===== config.mk =====
export PLATFORM = sky130hd
export DESIGN_NAME = mem_skew_buffer
export DESIGN_NICKNAME = d
export VERILOG_FILES = /design/src/rtl/mem_skew_buffer.sv
export SDC_FILE = /design/constraint.sdc
export NUM_CORES = 1
export LEC_CHECK = 0
export CELL_PAD_IN_SITES_DETAIL_PLACEMENT = 1
export CELL_PAD_IN_SITES_GLOBAL_PLACEMENT = 1
export CORE_MARGIN = 2
export CORE_UTILIZATION = 48
export CTS_CLUSTER_DIAMETER = 30
export DETAILED_ROUTE_END_ITERATION = 8
export PLACE_DENSITY_LB_ADDON = 0.1
export SYNTH_ARGS = -nofsm -noshare
export SYNTH_HDL_FRONTEND = slang
export SYNTH_SLANG_ARGS = --single-unit

===== constraint.sdc =====
create_clock -name clk -period 8.55 [get_ports clk]
set_input_delay 1.71 -clock clk [delete_from_list [all_inputs] [get_ports clk]]
set_output_delay 1.71 -clock clk [all_outputs]
set_load 0.03 [all_outputs]

===== src/rtl/mem_skew_buffer.sv =====
// Per-lane skew/deskew delay line for the systolic array edge.
// Lane i taps its shift register at a mode-dependent depth; mode changes wait for a drained pipeline.
module mem_skew_buffer #(
  parameter int BITS_AB    = 8,
  parameter int DIM        = 8,
  parameter int BASE_DELAY = 1
) (
  input  logic                          clk,
  input  logic                          rst,
  input  logic                          en,
  input  logic                          flush,
  input  logic                          vin,
  input  logic [DIM-1:0][BITS_AB-1:0]   Bin,
  input  logic                          mode_ld,
  input  logic                          mode_in,
  output logic                          ready,
  output logic                          busy,
  output logic                          mode,
  output logic [DIM-1:0]                vout,
  output logic [DIM-1:0][BITS_AB-1:0]   Bout,
  output logic [1:0]                    state_dbg
);

  localparam int MAXD = BASE_DELAY + DIM - 1;
  localparam int TW   = (MAXD > 1) ? $clog2(MAXD) : 1;

  // Handshake: a sample is taken on a rising edge when vin && ready && en && !flush;
  // ready depends only on registered state, so it may be sampled before vin is driven.
  typedef enum logic [1:0] {IDLE = 2'd0, RUN = 2'd1, PEND = 2'd2} state_t;

  state_t             state, state_nxt;
  logic               mode_nxt, pend, pend_nxt;
  logic               accept;
  logic [MAXD-1:0]    vld [DIM];
  logic [BITS_AB-1:0] dat [DIM][MAXD];
  logic [TW-1:0]      tap [DIM];

  assign ready     = (state != PEND);
  assign accept    = vin & ready & en & ~flush;
  assign state_dbg = state;

  always_comb begin
    busy = 1'b0;
    for (int i = 0; i < DIM; i++) begin
      busy = busy | (|vld[i]);
    end
  end

  always_comb begin
    state_nxt = state;
    mode_nxt  = mode;
    pend_nxt  = pend;
    if (flush) begin
      state_nxt = IDLE;
      pend_nxt  = 1'b0;
      if (mode_ld)           mode_nxt = mode_in;
      else if (state == PEND) mode_nxt = pend;
    end else begin
      case (state)
        IDLE: begin
          if (mode_ld) mode_nxt = mode_in;
          if (accept)  state_nxt = RUN;
        end
        RUN: begin
          if (mode_ld) begin
            pend_nxt  = mode_in;
            state_nxt = PEND;
          end else if (!busy && !accept) begin
            state_nxt = IDLE;
          end
        end
        PEND: begin
          if (mode_ld) pend_nxt = mode_in;
          // Apply the newest request even if it lands on the draining edge.
          if (!busy) begin
            mode_nxt  = mode_ld ? mode_in : pend;
            state_nxt = IDLE;
          end
        end
        default: state_nxt = IDLE;
      endcase
    end
  end

  always_ff @(posedge clk) begin
    if (rst) begin
      state <= IDLE;
      mode  <= 1'b0;
      pend  <= 1'b0;
    end else begin
      state <= state_nxt;
      mode  <= mode_nxt;
      pend  <= pend_nxt;
    end
  end

  always_ff @(posedge clk) begin
    if (rst || flush) begin
      for (int i = 0; i < DIM; i++) begin
        for (int s = 0; s < MAXD; s++) begin
          vld[i][s] <= 1'b0;
          dat[i][s] <= '0;
        end
      end
    end else if (en) begin
      for (int i = 0; i < DIM; i++) begin
        vld[i][0] <= accept;
        dat[i][0] <= Bin[i];
        for (int s = 1; s < MAXD; s++) begin
          vld[i][s] <= vld[i][s-1];
          dat[i][s] <= dat[i][s-1];
        end
      end
    end
  end

  // Tap index is stage D_i, i.e. zero-based D_i-1.
  always_comb begin
    for (int i = 0; i < DIM; i++) begin
      tap[i]  = mode ? TW'(BASE_DELAY - 1 + DIM - 1 - i) : TW'(BASE_DELAY - 1 + i);
      vout[i] = vld[i][tap[i]];
      Bout[i] = vld[i][tap[i]] ? dat[i][tap[i]] : '0;
    end
  end

endmodule


# Yosys cells after proc, flatten, opt, wreduce, memory -nomap -nowiden
# Memories as Yosys holds them, arrays and structs flattened.
# Cells that the tools add are included.
# totals
reg_bits,4
mem_bits_rw,576
in_bits,71
out_inout_bits,77
word_cells,396
n_memories,2
# op_classes
n_lt_le_gt_ge,16
n_eq_ne,9
n_mux,201
bitwise,147
reduce_logical,18
# memory_table
name,words,word_bits,rd,rd_clocked_by_memory_dff,write_ports,line_no,rtl
dat,8,64,8,0,8,35,logic [BITS_AB-1:0] dat [DIM][MAXD];
vld,8,8,8,0,8,34,logic [MAXD-1:0] vld [DIM];
# op_table
cell,count
8-bit two-way mux,88
8-bit binary-select mux with 3-bit select,8
1-bit bitwise OR,135
1-bit two-way mux,83
8-bit OR reduction,8
"4-bit >= comparator, second input constant",8
"3-bit by 4-bit < comparator with 1-bit output, second input constant",8
3-bit NOT with 4-bit output,8
1-bit binary-select mux with 3-bit select,8
3-bit two-way mux,8
"3-bit != test, second input constant",3
2-bit two-way mux,4
"2-bit != test, second input constant",3
2-bit one-hot mux with 3 select lines,1
4-bit AND reduction,1
2-bit OR reduction,2
1-bit AND,3
"3-bit by 1-bit != test with 1-bit output, second input constant",1
3-bit AND reduction,1
3-bit nonzero test,1
"2-bit by 1-bit equality test with 1-bit output, second input constant",1
"2-bit equality test, second input constant",1
1-bit logical NOT,2
2-bit logical NOT,1
other kinds (4),4

# Depth between registers and ports, before layout
# Gate-level depths: netlist of run 1.
# An unclocked memory read counts as a cell.
# logic_depth
ltp_word,14
mapped_depth,6
depth_no_buf,6

# Least setup slack after synthesis of run 1
# Ideal clock, no wire load.
# synth_path
kind,input -> register
start,in en
end,mem dat[0][0] (netlist name) (enable)
setup_time_ns,0.604
t_arrival_ns,7.005
required_ns,7.946
slack_ns,0.941
stages,3
path_buffers,2
path_cell_list,buf_2 > clkbuf_1 > or3_2
# synth_rtl
item,line_no,rtl
"start, declared",10,"input logic en,"
"end, declared",35,

==> metrics, run 1 <==
Min Hold Slack=between 0.5 and 0.6 ns; Final TNS setup=0 ns; CTS Sinks=428; Peak Freq=~200 MHz; minimum clock period=5.00 ns; Setup WS post-layout=about 3.6 ns; Final Instance Count excl. Fillers=1825; first-pass GRT wire length=56.9 mm; post-route ant nets=0; CP required=6.84 ns; initial antenna violation count=0; core box area=0.0355 mm^2; number of setup buffers added after CTS=0; # nets final=approximately 1.4k; global route overflow=0; crit-path max FO=39; Syn Nets=1221; YS warnings=0; unrepaired setup endpoints after global routing=false; CTS tree=yes; Initial Util=48.7%; placed insts=about 1.6k; R2R setup slack=6.76 ns; max_cap viols=0; initial DRC count=908; post-cts resize count=0; Synth-to-Final Area Change=28.9%; largest net degree at the start of global routing=around 280; Distinct cells, synth=30; Reg clk slew, reported paths=approximately 0.040 ns; via count=9866; Pleak=10.1 nW; Fill cells=approximately 3.2k; most common cell after layout, fill and taps aside=edfxtp_1; CP Class=register to output port; antenna diode count=0; Final Power=between 6 and 7 mW; adder-cell share of the synthesized area=0.217%; number of global-route vias before repair=just over 10k; Rows=69; hold buffers post-CTS=0; Chip Width=194 um; CTS H-tree depth=3; Via density=5.41; Pins Over Slew Limit=0; Pre-antenna DRT Iters=5; Setup crit end kind=output port; Power Density=288 mW/mm^2; number of CTS-inserted buffers=95; setup violators final=0; Hold Path Class=register to register; post-synthesis register bit count=428; pre-CTS setup slack=3.88 ns; Port Buffers=147; boundary pin count=~150; synthesized-area fraction occupied by and/or/nand/nor cells=17.6%; commonest non-fill, non-tap cells in the layout=edfxtp_1 (424), and3_1 (423), clkdlybuf4s50_1 (146); post-synthesis sequential area ratio=about 74%; detailed-route DRC error count=0; largest family of logic cells by synthesized area=simple AND/OR/NAND/NOR gates; synthesized area=0.0173 mm^2; fin crit share=58.5%; XOR/XNOR Fraction of Synth Area=0%; Mapped Cells=1147; clk_lat worst skew=0.59 ns; worst vdd ir=0.000292 V; layout cells sized above 1=13.1%; total die area=0.0376 mm^2; WL final=35.8 mm; status=finished, final reports clean; Die H=194 um; CP Data Arrival Time=~3.3 ns; Final GP Congestion=0.710; deepest clock path buffer count=3; final setup skew=0.0151 ns; actual slew at the worst max-slew pin=1.11 ns; final hold violations=0; syn_area_per_cell=between 15 and 20 um^2; WL/cell=19.6 um; global router's overall resource usage=19.2%; post-synthesis mux area share=about 4.5%; DP Wirelength=17.7 mm; Slew HR=between 20% and 30%; Synth Area in Compound Gates=0.355%; CTS root buf=clkbuf_16; Worst setup SP type=register
-- worst paths after layout --
check / from / to / cells past startpoint
worst max-delay path: mode / Bout[18] / 4
worst min-delay path: state_dbg[0] / state_dbg[0] / 2
worst max register to register: state_dbg[0] / state_dbg[0] / 6
worst min register to register: state_dbg[0] / state_dbg[0] / 2
-- cells in the mapped netlist --
| master | count | share of area, % |
|---|---|---|
| mux2_2 | 1 | 0.065 |
| dfxtp_1 | 4 | 0.46 |
| nor2_4 | 1 | 0.065 |
| buf_2 | 9 | 0.26 |
| or2_2 | 1 | 0.036 |
| nor2b_1 | 1 | 0.036 |
| nor4_4 | 2 | 0.25 |
| mux2i_1 | 75 | 4.3 |
| buf_4 | 7 | 0.30 |
| nand4bb_4 | 1 | 0.16 |
| nor3_1 | 1 | 0.029 |
| inv_1 | 11 | 0.24 |
| or3_2 | 1 | 0.043 |
| mux2_4 | 1 | 0.087 |
| nand2_1 | 5 | 0.11 |
| o2bb2ai_1 | 1 | 0.051 |
| a221oi_1 | 1 | 0.051 |
| edfxtp_1 | 424 | 74 |
| clkbuf_2 | 44 | 1.3 |
| nand2_2 | 1 | 0.036 |
| and2b_1 | 1 | 0.043 |
| a211oi_1 | 1 | 0.043 |
| o21ai_0 | 1 | 0.029 |
| clkbuf_1 | 56 | 1.2 |
| a21oi_4 | 1 | 0.094 |
| ha_1 | 3 | 0.22 |
| nor2_1 | 67 | 1.5 |
| o22ai_1 | 1 | 0.036 |
| and3_1 | 423 | 15 |
| o41ai_1 | 1 | 0.051 |
-- metrics by stage --
stage                     cell area (um^2)  utilization (%)
final                                22300             62.8
after floorplan                      17300                -
after global placement               18900             53.4
after global routing                 22300             62.8
after CTS                            22300             62.8
after detailed placement             18900             53.4
-- cell type report --
| type | instances | area (um^2) | area share (%) |
|---|---|---|---|
| sequential | 428 | 12800 | 57.5 |
| inverter | 11 | 41.3 | 0.185 |
| timing repair buffer | 156 | 1580 | 7.09 |
| tap | 461 | 577 | 2.59 |
| clock buffer | 110 | 2520 | 11.3 |
| clock inverter | 67 | 842 | 3.78 |
| multi-input combinational | 592 | 3920 | 17.6 |
-- critical path: stages, from the launching register on --
cell             delay [ns]
dfxtp_4                0.82
buf_4                  0.73
mux2i_1                0.17
nor2_1                 0.20
clkdlybuf4s50_1        0.71
-- where the power goes --
| part | switching (mW) | internal (mW) | total [mW] |
|---|---|---|---|
| logic | 0.135 | 0.0797 | 0.215 |
| clock network | 1.15 | 2.62 | 3.77 |
| registers | 0.0389 | 2.40 | 2.44 |
| total | 1.33 | 5.10 | 6.43 |
-- kinds of logic after synthesis --
family | count (synthesis)
compound gates | 7
fa+ha+maj | 3
buf+inv | 127
flops | 428
mux | 77
simple gates | 505
-- registers in the layout (all words and copies together) (netlist names) --
| register | cells |
|---|---|
| mode | 1 |
| pend | 1 |
| vld | 8 |
| dat | 416 |
| state_dbg | 2 |
-- per-layer routing --
metal	track usage [%]	share of wire (%)	vias up
met5	0	0	-
met4	6.76	2.0	0
met3	4.09	4.3	60
met2	29.9	49	225
met1	26.9	45	4937
li1	-	-	4644
No activity file was read; power rests on OpenSTA's default activity.
==> run 2: changes to the inputs <==
==> constraint.sdc (replaced) <==
create_clock -name clk -period 4.8 [get_ports clk]
set_input_delay 0.96 -clock clk [delete_from_list [all_inputs] [get_ports clk]]
set_output_delay 0.96 -clock clk [all_outputs]
set_load 0.03 [all_outputs]
==> run 2 against run 1 <==
Flip-flop and latch count unchanged. First-iteration DRC count down 5.4%. Clock-buffer cell count down 7. Clock power up 62%. Critical path depth down 1. Critical path type unchanged. Sequential power up 78%. Critical endpoint is now Bout[4]. Wire length up 2.1%. Largest power group unchanged.
==> metrics, run 2 (synthesized netlist as in run 1, its figures left out) <==
actual slew at the worst max-slew pin=1.17 ns (was 1.11 ns); reg2reg end=state_dbg[0] (unchanged); number of CTS-inserted buffers=87 (was 95); global route overflow=0 (unchanged); status=finished, final reports clean (unchanged); pre-CTS setup slack=1.26 ns (was 3.88 ns); Synth-to-Final Area Change=27.1% (was 28.9%); number of global-route vias before repair=10.4k (was 10.2k); Die H=194 um (unchanged); Final Instance Count excl. Fillers=1812 (was 1825); WL final=36.6 mm (was 35.8 mm); switching share of power=20.9% (was 20.6%); initial antenna violation count=1 (was 0); Logic pwr share=3.6% (was 3.3%); deepest clock path buffer count=3 (unchanged); register share of total power=40.1% (was 38.0%); Clk pwr share=56.3% (was 58.7%); Chip Width=194 um (unchanged); Pleak=9.93 nW (was 10.1 nW); Initial Util=48.7% (unchanged); max_cap viols=0 (unchanged); global router's overall resource usage=19.4% (was 19.2%); Setup WS post-layout=0.721 ns (was 3.55 ns); # nets final=1352 (was 1358); via count=9786 (was 9866); Power Density=493 mW/mm^2 (was 288 mW/mm^2); Pre-antenna DRT Iters=4 (was 5); Hold Path Class=register to register (unchanged); Setup crit end kind=output port (unchanged); Port Buffers=147 (unchanged); max reg flops=416 (unchanged); CTS H-tree depth=3 (unchanged); fin crit share=85.0%; Reg clk slew, reported paths=0.05 ns (was 0.04 ns); layout cells sized above 1=11.3% (was 13.1%); largest net degree at the start of global routing=283 (was 277); CP Data Arrival Time=3.12 ns (was 3.29 ns); Rows=69 (unchanged); Net Switching=2.27 mW (was 1.33 mW); initial DRC count=859 (was 908); CTS tree=yes (unchanged); crit-path max FO=33 (was 39); Peak Freq=245 MHz; Int Power=8.58 mW (was 5.10 mW); placed insts=1650 (was 1648); total die area=0.0376 mm^2 (unchanged); number of setup buffers added after CTS=0 (unchanged); final setup skew=0.0161 ns (was 0.0151 ns); DP Wirelength=18.0 mm (was 17.7 mm); detailed-route DRC error count=0 (unchanged); core box area=0.0355 mm^2 (unchanged); boundary pin count=148 (unchanged); CP Class=register to output port (unchanged); Top reg by flops=dat (unchanged); final hold violations=0 (unchanged); post-route ant nets=0 (unchanged); Via density=5.40 (was 5.41); unrepaired setup endpoints after global routing=false (unchanged); CTS Sinks=428 (unchanged); setup violators final=0 (unchanged); commonest non-fill, non-tap cells in the layout=edfxtp_1 (424), and3_1 (423), clkdlybuf4s50_1 (146) (unchanged); hold buffers post-CTS=0 (unchanged); Worst setup SP type=register (unchanged); minimum clock period=4.08 ns; Slew HR=21.9% (was 23.9%); Final TNS setup=0 ns (unchanged); most common cell after layout, fill and taps aside=edfxtp_1 (unchanged); reg-to-reg startpoint=state_dbg[0] (unchanged); worst vdd ir=0.000394 V (was 0.000292 V); R2R cell count=6 (unchanged); CP required=3.84 ns (was 6.84 ns); Pins Over Slew Limit=0 (unchanged); post-cts resize count=0 (unchanged); CTS root buf=clkbuf_16 (unchanged); worst setup path endpoint=Bout[4] (was Bout[18]); R2R setup slack=2.97 ns (was 6.76 ns); first-pass GRT wire length=57.6 mm (was 56.9 mm); clk_lat worst skew=0.60 ns (was 0.59 ns); WL/cell=20.2 um (was 19.6 um); Final GP Congestion=0.732 (was 0.710); Worst Setup SP=mode (unchanged)
[run 2: power groups by stage]
stage | sequential [mW] | clock [mW] | combinational (mW)
detailed placement | 4.41 | 0 | 0.393
CTS | 4.35 | 6.21 | 0.397
finish | 4.35 | 6.10 | 0.391
global placement | 4.40 | 0 | 0.390
floorplan | 4.39 | 0 | 0.246
global route | 4.36 | 6.38 | 0.425
[run 2: critical path, cell delays in order (launching register included)]
cell and delay (ns):
dfxtp_4 0.79, mux2i_1 0.94, nor2_1 0.14, clkdlybuf4s50_1 0.65
[run 2: worst min-delay path by stage]
stage | cells after the start | to | slack, ns | start
after floorplan | 2 | pend | 0.50 | pend
after global placement | 2 | state_dbg[0] | 0.49 | state_dbg[0]
after detailed placement | 2 | state_dbg[1] | 0.52 | state_dbg[1]
after CTS | 2 | state_dbg[1] | 0.53 | state_dbg[1]
after global routing | 1 | dat[5][51] | 0.54 | dat[5][59]
final | 1 | dat[5][51] | 0.53 | dat[5][59]
[run 2: layout make-up]
type / count / area, um^2
Clock buffer: 103 / 2260
Sequential cell: 428 / 12800
Clock inverter: 58 / 723
Inverter: 11 / 41.3
Tap cell: 461 / 577
Fill cell: 3212 / 13500
Antenna cell: 1 / 2.50
Multi-Input combinational cell: 592 / 3920
Timing Repair Buffer: 158 / 1650
[run 2: through the flow]
stage          instance area, um^2  util [%]  power [mW]  hold slack, ns
2_1_floorplan                17300         -        4.63           0.500
4_1_cts                      22000      61.9        11.0           0.530
3_3_place_gp                 19000      53.5        4.79           0.494
6_report                     22000      61.9        10.8           0.532
5_1_grt                      22000      61.9        11.2           0.544
3_5_place_dp                 19000      53.5        4.81           0.522
[run 2: per-layer routing]
layer / vias to the layer above / wire (um) / global-route usage, %
met4: 0 / 712 / 7.10
li1: 4622 / - / -
met5: - / 0 / 0
met3: 52 / 1530 / 4.09
met2: 197 / 17900 / 31.5
met1: 4915 / 16500 / 26.0
